`src/rtl/sram_row_ctrl.sv`:
```
// Row access controller for the SRAM memcell array: one-hot row decode and a
// WE pulse framed by setup/hold cycles. Define SRAM_ROW_CTRL_WRITE_VERIFY_EN to read back every write.
module sram_row_ctrl #(
  parameter int ADDR_W = 2,
  parameter int DATA_W = 4
) (
  input  logic                    clk,
  input  logic                    rst,
  input  logic                    req_valid,
  output logic                    req_ready,
  input  logic                    req_write,
  input  logic [ADDR_W-1:0]       req_addr,
  input  logic [DATA_W-1:0]       req_wdata,
  output logic                    resp_valid,
  output logic [DATA_W-1:0]       resp_rdata,
  output logic                    resp_err,
  output logic [(2**ADDR_W)-1:0]  Row_select,
  output logic                    Write_enable,
  output logic [DATA_W-1:0]       mem_data_in,
  input  logic [DATA_W-1:0]       mem_data_out
);
  localparam int ROWS = 2**ADDR_W;

  typedef enum logic [2:0] {IDLE, SETUP, WRITE, HOLD, READ, VSETUP, VREAD} state_t;

  state_t              state, nxt;
  logic                wr_q;
  logic [ADDR_W-1:0]   addr_q, addr_n;
  logic                accept;
`ifdef SRAM_ROW_CTRL_WRITE_VERIFY_EN
  logic [DATA_W-1:0]   wdata_q;
`endif

  assign req_ready = (state == IDLE);
  assign accept    = req_valid && req_ready;
  assign addr_n    = accept ? req_addr : addr_q;

  always_comb begin
    nxt = state;
    case (state)
      IDLE:   if (req_valid) nxt = SETUP;
      SETUP:  nxt = wr_q ? WRITE : READ;
      WRITE:  nxt = HOLD;
`ifdef SRAM_ROW_CTRL_WRITE_VERIFY_EN
      HOLD:   nxt = VSETUP;
      VSETUP: nxt = VREAD;
      VREAD:  nxt = IDLE;
`else
      HOLD:   nxt = IDLE;
`endif
      READ:   nxt = IDLE;
      default: nxt = IDLE;
    endcase
  end

  always_ff @(posedge clk) begin
    if (rst) begin
      state        <= IDLE;
      wr_q         <= 1'b0;
      addr_q       <= '0;
      Row_select   <= '0;
      Write_enable <= 1'b0;
      mem_data_in  <= '0;
      resp_valid   <= 1'b0;
      resp_rdata   <= '0;
      resp_err     <= 1'b0;
`ifdef SRAM_ROW_CTRL_WRITE_VERIFY_EN
      wdata_q      <= '0;
`endif
    end else begin
      state      <= nxt;
      resp_valid <= 1'b0;
      resp_err   <= 1'b0;
      // Array-side outputs are registered from the next state so they change
      // on the same edge as the state; WE only rises strictly inside a row window.
      Row_select   <= (nxt == IDLE) ? '0 : (ROWS'(1) << addr_n);
      Write_enable <= (nxt == WRITE);
      if (accept) begin
        wr_q   <= req_write;
        addr_q <= req_addr;
        if (req_write) mem_data_in <= req_wdata;
`ifdef SRAM_ROW_CTRL_WRITE_VERIFY_EN
        wdata_q <= req_wdata;
`endif
      end
      case (state)
        READ: begin
          resp_valid <= 1'b1;
          resp_rdata <= mem_data_out;
        end
`ifdef SRAM_ROW_CTRL_WRITE_VERIFY_EN
        VREAD: begin
          resp_valid <= 1'b1;
          resp_rdata <= mem_data_out;
          resp_err   <= (mem_data_out != wdata_q);
        end
`else
        HOLD: begin
          resp_valid <= 1'b1;
          resp_rdata <= '0;
        end
`endif
        default: ;
      endcase
    end
  end
endmodule
```
`config.mk`:
```
export PLATFORM = sky130hd
export DESIGN_NAME = sram_row_ctrl
export DESIGN_NICKNAME = d
export VERILOG_FILES = /design/src/rtl/sram_row_ctrl.sv
export SDC_FILE = /design/constraint.sdc
export NUM_CORES = 1
export LEC_CHECK = 0
export CAP_MARGIN = 5
export CORE_UTILIZATION = 40
export CTS_CLUSTER_DIAMETER = 80
export DETAILED_ROUTE_END_ITERATION = 16
export HOLD_SLACK_MARGIN = 0.15
export PLACE_DENSITY = 0.81
export SLEW_MARGIN = 20
export SYNTH_ARGS = -nofsm -noshare
export SYNTH_HDL_FRONTEND = slang
export SYNTH_SLANG_ARGS = --single-unit
```
`constraint.sdc`:
```
create_clock -name clk -period 2.83 [get_ports clk]
set_clock_uncertainty 0.05 [all_clocks]
set_input_delay 0.4245 -clock clk [delete_from_list [all_inputs] [get_ports clk]]
set_output_delay 0.4245 -clock clk [all_outputs]
set_load 0.01 [all_outputs]
```
==> results of run 1 <==
==> stage by stage <==
step           util (%)  power, W  hold WS, ns
2_1_floorplan         -  0.000353        0.391
3_3_place_gp       60.2  0.000396        0.415
3_5_place_dp       60.2  0.000399        0.422
4_1_cts            62.2  0.000559        0.437
5_1_grt            62.2  0.000586        0.458
6_report           62.2  0.000553        0.436
==> cells by family after synthesis <==
| kind of cell | synth area share, % |
|---|---|
| flops | 50.0 |
| xor+xnor | 1.09 |
| compound gates | 17.0 |
| buf+inv | 4.84 |
| other cells | 0.468 |
| simple gates | 26.6 |
==> final cells by class <==
| type | count | area, sq um |
|---|---|---|
| tap | 25 | 31.3 |
| fill | 175 | 681 |
| multi-input combinational | 64 | 362 |
| inverter | 3 | 11.3 |
| sequential | 20 | 400 |
| timing repair buffer | 28 | 280 |
| clock buffer | 4 | 36.3 |
==> layout by cell type, fill, tap and decap left out <==
master / Yosys / routed
dfxtp_1: 20 / 20
nor4b_2: 1 / 1
nor3_1: 1 / 1
clkbuf_8: 0 / 1
or4_1: 1 / 1
nand3b_1: 3 / 3
a21oi_1: 8 / 8
or4b_1: 1 / 1
nand3_1: 5 / 5
clkbuf_4: 0 / 3
a2111oi_0: 4 / 4
o31ai_1: 1 / 1
conb_1: 1 / 1
nand2_1: 11 / 11
nand2b_1: 2 / 2
nor2_1: 10 / 10
nor4_1: 1 / 1
xor2_1: 1 / 1
or3_1: 1 / 1
clkdlybuf4s50_1: 0 / 28
o22ai_1: 2 / 2
a21boi_0: 1 / 1
inv_1: 3 / 3
o21ai_0: 5 / 5
o32ai_1: 1 / 1
nor2b_1: 1 / 1
or3b_2: 1 / 1
nor4b_1: 1 / 1
==> final timing paths <==
| kind | endpoint | slack, ns | cells after the start |
|---|---|---|---|
| max | req_ready | 0.77 | 2 |
| min reg2reg | state[2] | 0.44 | 1 |
| max reg2reg | Row_select[0] | 0.94 | 3 |
| min | state[2] | 0.44 | 1 |
==> layer usage <==
| layer | track usage [%] | share of wire, % | vias to the layer above |
|---|---|---|---|
| li1 | - | - | 377 |
| met1 | 21.0 | 46 | 352 |
| met2 | 27.5 | 51 | 13 |
| met3 | 3.46 | 1.5 | 2 |
| met4 | 14.3 | 1.6 | 0 |
| met5 | 0 | 0 | - |
==> power by group through the flow <==
stage          Combinational [W]  Sequential, W  Clock [W]
6_report               0.0000852       0.000307   0.000160
5_1_grt                0.0000935       0.000310   0.000183
4_1_cts                0.0000854       0.000307   0.000166
2_1_floorplan          0.0000396       0.000313          0
3_3_place_gp           0.0000837       0.000313          0
3_5_place_dp           0.0000851       0.000314          0
==> sequential cells by signal (all words and copies together) (netlist names) <==
| register | count |
|---|---|
| Row_select | 4 |
| Write_enable | 1 |
| addr_q | 2 |
| mem_data_in | 4 |
| resp_rdata | 4 |
| resp_valid | 1 |
| state | 3 |
| wr_q | 1 |
==> flow_metrics.py, run 1 <==
metrics = {
    "run_status": {
        "status": "complete, no violations",
    },
    "synthesis": {
        "netlist_top_cells_count": "dfxtp_1 (20), nand2_1 (11), nor2_1 (10)",
        "synth-edff-count": 0,
        "syn_area_sq_um": 801,
        "yosysSeqAreaShare_pct": 50.0,
        "ys_seq_elements": 20,
        "yosysMostFrequentCell": "dfxtp_1",
        "synthesis.nets": 107,
        "ys_warn_count": 0,
        "avgSynthCellArea_sq_um": 8.61,
        "async_reset_ff_share_pct": 0,
        "synth_cells": 93,
        "ys_types": 28,
        "synthTopCellsByArea": "dfxtp_1 (50%), nand2_1 (5.2%), a21oi_1 (5.0%)",
        "yosys.area.top_type": "dfxtp_1",
        "synth_ff_type": "dfxtp_1",
        "yosysTopAreaCellShare_pct": 50.0,
    },
    "layout": {
        "layout-drive-gt1-share_pct": 5.04,
        "final_area_sq_um": 1120,
        "instances_no_fill": 144,
        "area_growth_pct": 40.0,
        "nets": 134,
        "diodes": 0,
    },
    "global_route": {
        "globalRouteOverflowTotal": 0,
        "grt_antenna_before_repair": 0,
        "grt_start_max_net_pins": 19,
        "grt_pass1_vias": 636,
        "grt_pass1_wl_mm": 2.65,
        "grt_usage_pct": 17.6,
    },
    "setup_path": {
        "worstPathMaxFanout": 15,
        "r2r_start": "state[1]",
        "crit_path_end_kind": "output pin",
        "critPathKind": "reg -> out",
        "arrival_ns": 1.58,
        "cp.required_ns": 2.36,
        "startpoint_type": "register",
        "crit_start": "state[1]",
        "cp_slowest_cell": "clkdlybuf4s50_1",
        "worstPathCellList": "nor3_1 -> clkdlybuf4s50_1",
        "cp_top_family": "buffers and inverters",
        "cp_num_buf_inv": 1,
        "crit_path_max_incr_delay_ns": 0.56,
    },
    "clock_network": {
        "root_buffer": "clkbuf_4",
        "htree_num_levels": 1,
        "clkLatencyLatePin_ns": 0.29,
        "cts_hold_buf": 0,
        "numCtsBuffers": 3,
        "cts_tree": "built",
        "clkSinkCount": 20,
        "ctsLongestPathBuffers": 2,
        "post_cts_buffers": 0,
        "cts_resized": 0,
        "path_clk_slew_ns": 0.11,
    },
    "timing": {
        "tns_ns": 0,
        "setup_slack_ns": 0.774,
        "maxSlewViolCount": 0,
        "finalSetupViolations": 0,
        "timing.final.crit_period_ns": 2.06,
        "finalHoldViolCount": 0,
        "relSlewSlack_pct": 51.5,
        "worst_slew_pin_slew_ns": 0.725,
        "period_share_pct": 72.7,
        "rsz0062_at_grt": "no",
        "clock.fmax_mhz": 486,
    },
    "floorplanning": {
        "die_y_um": 46.7,
        "start_util_pct": 44.4,
        "fp.dieW_um": 46.7,
        "io_pins": 30,
        "core-area_sq_um": 1800,
        "row_count": 15,
        "die-area_sq_um": 2180,
    },
    "min_path": {
        "worstHoldPathType": "reg -> reg",
        "holdCritStartpoint": "wr_q",
    },
    "detailed_routing": {
        "viasPerCell": 5.17,
        "post_drt_wl_per_cell_um": 12.0,
        "wl_mm": 1.72,
        "drc_errors": 0,
        "drt_iter0_markers": 20,
        "ant_nets": 0,
        "via_count": 744,
        "dr.pass1.iters": 4,
    },
    "placed_design": {
        "dp_hpwl_mm": 1.24,
        "dp_cells": 140,
        "post-place-ws_ns": 0.630,
        "gp_congestion": 0.849,
        "port_buffers": 28,
        "place_area_sq_um": 1080,
    },
    "power": {
        "leakage_nw": 0.390,
        "internal-power_w": 0.000421,
        "p_seq_share_pct": 55.6,
        "power_switching_w": 0.000132,
        "power.density_nw_per_um2": 493,
        "ir_drop_v": 0.000305,
        "p_comb_share_pct": 15.4,
        "switching_share_pct": 23.8,
        "power.share.clock_pct": 29.0,
    },
    "flow_run": {
        "maxCapViolCount": 0,
    },
}
Power figures use the tool's default switching activity.
==> inputs of run 2 (changes only) <==
clock period = 2.05 ns   (was 2.83 ns; I/O delays follow)
==> flow_metrics.py, run 2 (same netlist as run 1, synthesis figures left out) <==
metrics = {
    "run_status": {
        "status": "complete, no violations",
    },
    "global_route": {
        "grt_pass1_wl_mm": 2.93,
        "grt_usage_pct": 19.2,
        "grt_start_max_net_pins": 12,
        "grt_pass1_vias": 675,
        "globalRouteOverflowTotal": 0,
        "grt_antenna_before_repair": 0,
    },
    "timing": {
        "rsz0062_at_grt": "no",
        "setup_slack_ns": 0.192,
        "timing.final.crit_period_ns": 1.86,
        "finalHoldViolCount": 0,
        "period_share_pct": 90.6,
        "hold_ws_ns": 0.433,
        "finalSetupViolations": 0,
        "clock.fmax_mhz": 538,
        "tns_ns": 0,
        "maxSlewViolCount": 0,
    },
    "clock_network": {
        "numCtsBuffers": 3,
        "clkLatencyLatePin_ns": 0.29,
        "path_clk_slew_ns": 0.11,
        "ctsLongestPathBuffers": 2,
        "htree_num_levels": 1,
        "root_buffer": "clkbuf_4",
        "post_cts_buffers": 0,
        "cts_tree": "built",
        "cts_hold_buf": 0,
        "clkSinkCount": 20,
        "cts_resized": 0,
    },
    "detailed_routing": {
        "wl_mm": 1.86,
        "ant_nets": 0,
        "via_count": 779,
        "post_drt_wl_per_cell_um": 12.5,
        "drt_iter0_markers": 8,
        "viasPerCell": 5.26,
        "drc_errors": 0,
        "dr.pass1.iters": 4,
    },
    "placed_design": {
        "post-place-ws_ns": 0.138,
        "gp_congestion": 0.821,
        "port_buffers": 28,
        "dp_hpwl_mm": 1.38,
        "dp_cells": 144,
    },
    "layout": {
        "layout-drive-gt1-share_pct": 8.13,
        "diodes": 0,
        "register_area_sq_um": 400,
        "area_growth_pct": 43.7,
        "multi_input_area_sq_um": 362,
        "layout_common_cells": "clkdlybuf4s50_1 (28), dfxtp_1 (20), nand2_1 (11), nor2_1 (10), a21oi_1 (8)",
        "instances_no_fill": 148,
        "nets": 138,
        "mostFrequentLayoutCell": "clkdlybuf4s50_1",
        "nFillCells": 165,
        "largestRegisters": "Row_select (4), mem_data_in (4), resp_rdata (4)",
    },
    "floorplanning": {
        "io_pins": 30,
        "die_y_um": 46.7,
        "row_count": 15,
        "fp.dieW_um": 46.7,
        "start_util_pct": 44.4,
        "core-area_sq_um": 1800,
        "die-area_sq_um": 2180,
    },
    "setup_path": {
        "startpoint_type": "register",
        "critPathKind": "reg -> out",
        "arrival_ns": 1.50,
        "cp.required_ns": 1.69,
        "crit_path_end_kind": "output pin",
        "worstPathMaxFanout": 11,
    },
    "power": {
        "switching_share_pct": 24.3,
        "power_switching_w": 0.000188,
        "ir_drop_v": 0.000433,
        "internal-power_w": 0.000587,
        "p_seq_share_pct": 54.6,
        "power.density_nw_per_um2": 674,
        "leakage_nw": 0.410,
        "p_comb_share_pct": 16.4,
        "power.share.clock_pct": 28.9,
    },
    "flow_run": {
        "maxCapViolCount": 0,
    },
    "min_path": {
        "worstHoldPathType": "reg -> reg",
    },
}
## run 2: layout make-up
| cell class | instances | share of cell area (%) |
|---|---|---|
| flip-flops and latches | 20 | 34.8 |
| multi-input cells | 64 | 31.4 |
| repair buffers | 32 | 27.0 |
| clock buffers | 4 | 3.15 |
| well taps | 25 | 2.72 |
| inverters | 3 | 0.978 |
## run 2: layer usage
| metal | vias to the layer above | part of all wire (%) | track usage [%] |
|---|---|---|---|
| li1 | 392 | - | - |
| met1 | 362 | 46 | 23.3 |
| met2 | 21 | 50 | 32.5 |
| met3 | 4 | 2.3 | 2.31 |
| met4 | 0 | 1.6 | 11.4 |
| met5 | - | 0 | 0 |
## run 2: stage by stage
step           power, W  util [%]  area (sq um)
2_1_floorplan  0.000487         -           801
3_3_place_gp   0.000555      61.9          1110
3_5_place_dp   0.000559      61.9          1110
4_1_cts        0.000785      63.9          1150
5_1_grt        0.000819      63.9          1150
6_report       0.000775      63.9          1150
## run 2: worst max-delay path: stages, from the launching register on
cell             delay, ns
dfxtp_1               0.43
nor3_1                0.22
clkdlybuf4s50_1       0.56
## run 2: power groups by stage
stage               logic [W]  registers [W]  clock network [W]
floorplan           0.0000546       0.000432                  0
global placement     0.000124       0.000431                  0
detailed placement   0.000127       0.000432                  0
CTS                  0.000128       0.000423           0.000234
global route         0.000139       0.000427           0.000254
finish               0.000127       0.000424           0.000224
## run 2: final timing paths
path             startpoint        endpoint  slack, ns  depth (start not counted)
min reg2reg  mem_data_in[0]  mem_data_in[0]       0.43                          2
max reg2reg        state[1]   Row_select[0]       0.40                          3
min          mem_data_in[0]  mem_data_in[0]       0.43                          2
max                state[1]       req_ready       0.19                          2
==> RTL edit, RTL diff (config.mk and constraints of run 2) <==
Make the reset (`rst`) asynchronous in one clocked block.
--- a/src/rtl/sram_row_ctrl.sv
+++ b/src/rtl/sram_row_ctrl.sv
@@ -53,7 +53,7 @@
     endcase
   end
 
-  always_ff @(posedge clk) begin
+  always_ff @(posedge clk or posedge rst) begin
     if (rst) begin
       state        <= IDLE;
       wr_q         <= 1'b0;
Check against the original RTL: differs if rst is asserted again (counterexample within 4 cycles, from zero or initial values and one cycle with rst high); with rst held inactive, the same outputs for 10 cycles.
==> RTL edit against run 2 <==
  * Via count fell by 15%
  * Wire length fell by 14%
  * Worst setup slack improved by 0.052 ns
  * Global-route usage fell by 3.0 points
  * Final area rose by 4.1%
  * Sequential cell count did not move
  * Synthesized cell count fell by 20%
  * Fmax rose by 2.9%
  * Area after synthesis rose by 5.8%
  * Critical path type unchanged
  * Largest cell class unchanged
Power is not compared: it rests on default switching activity, and its combinational part moved more than twofold at a synthesized area within 25%.
==> RTL edit: results (changes against run 2) <==
Net switching power = 581 µW
Vias per cell = 5.03 (was 5.26)
Main synth FF type = dfrtp_1 (was dfxtp_1)
Post-Synth XOR/XNOR Area = 1.03% (was 1.09%)
CP peak stage delay = 0.56 ns (about the same)
Post-synthesis mux area share = 5.32% (was 0%)
Cell Pwr Density = 1430 nW/µm²
Top post-synthesis cells by count = 20 x dfrtp_1, 7 x nor2_1, 5 x a21oi_1, 5 x o22ai_1, 4 x mux2_2 (was 20 x dfxtp_1, 11 x nand2_1, 10 x nor2_1)
HPWL after DPL = 1200 µm (was 1380 µm)
GRT Total Usage = 16.2% (was 19.2%)
Yosys Warn Count = 0 (unchanged)
Layout cells sized above 1 = 15.2% (was 8.13%)
Pre-antenna DRT Iters = 4 (unchanged)
Worst EP arrival = 1.45 ns (was 1.50 ns)
Seq/Total Area, Yosys = 59.1% (was 50.0%)
Met2 Routed Length = 808 µm (was 927 µm)
First-pass GRT wire length = 2460 µm (was 2930 µm)
CTS H-tree lvls = 1 (unchanged)
Seq pwr = 653 µW
GRT overflow = 0 (unchanged)
Ys async rst share = 100% (was 0%)
Pin count of the biggest net entering global routing = 21 (was 12)
IO Port Bufs = 28 (unchanged)
Unique cell type count in the Yosys netlist = 27 (was 28)
Post_cts resized = 0 (unchanged)
Wire per inst = 12.2 µm (was 12.5 µm)
GPL Wtd Cong = 0.775 (was 0.821)
Clk pwr = 221 µW
Routed wire length = 1610 µm (was 1860 µm)
Run status = complete, no violations (unchanged)
Fill cells = 154 (was 165)
Nets = 120 (was 138)
Hold WC Path Type = input pin to asynchronous set/reset pin (was register to register)
Dpl ws = 0.337 ns (was 0.138 ns)
Global Route met1 Usage = 19.0% (was 23.3%)
GR Util met2 = 26.2% (was 32.5%)
Synth area leaders = dfrtp_1 59%, mux2_2 5.3%, o22ai_1 3.7% (was dfxtp_1 50%, nand2_1 5.2%, a21oi_1 5.0%)
Worst-path maximum fanout = 2 (was 11)
Cts bufs inserted = 3 (unchanged)
N_diodes = 0 (unchanged)
Dpl cell area = 1160 µm² (was 1110 µm²)
Met3 Usage GRT = 2.26% (was 2.31%)
Compound-Gate Fraction of Synth Area = 12.6% (was 17.0%)
Sequential power share = 38.0%
Root Driver = clkbuf_4 (unchanged)
Syn_nets = 88 (was 107)
Post-CTS setup buffers = 0 (unchanged)
DR WL met3 = 37 µm (was 42 µm)
Peak VDD IR = 0.744 mV
Met1 WL = 715 µm (was 857 µm)
DRT iter0 DRCs = 4 (was 8)
Syn Inst Count = 74 (was 93)
Initial antenna violation count = 0 (unchanged)
Vias in the first global route = 581 (was 675)
Clock transition at path regs = 0.11 ns (about the same)
Placed Instances = 128 (was 144)
-- RTL edit: worst paths after layout --
path,startpoint,endpoint,slack (ns),cells after the start
worst max-delay path,state[2],req_ready,0.24,2
worst min-delay path,rst,Row_select[3],0.27,3
worst max register to register,state[2],Row_select[0],0.51,4
worst min register to register,mem_data_in[3],mem_data_in[3],0.47,1
max in group asynchronous,rst,mem_data_in[3],1.48,3
min in group clk,mem_data_in[3],mem_data_in[3],0.47,1
-- RTL edit: layout make-up --
cell class	instances	share of cell area, %
multi-input cells	46	25.6
well taps	27	2.82
flip-flops and latches	20	41.8
repair buffers	32	25.9
clock buffers	4	3.03
inverters	3	0.939
-- RTL edit: cells by family after synthesis --
family	count (synthesis)
AO/OA/AOI/OAI	17
XOR/XNOR	1
buffers and inverters	8
flip-flops	20
multiplexers	4
other	1
AND/OR/NAND/NOR	23
-- RTL edit: worst reg2reg max path, cell delays in order, from the launching register on --
cell     delay [ns]
dfrtp_1        0.41
buf_4          0.19
or4b_4         0.57
nor2_2         0.13
a22o_1         0.14
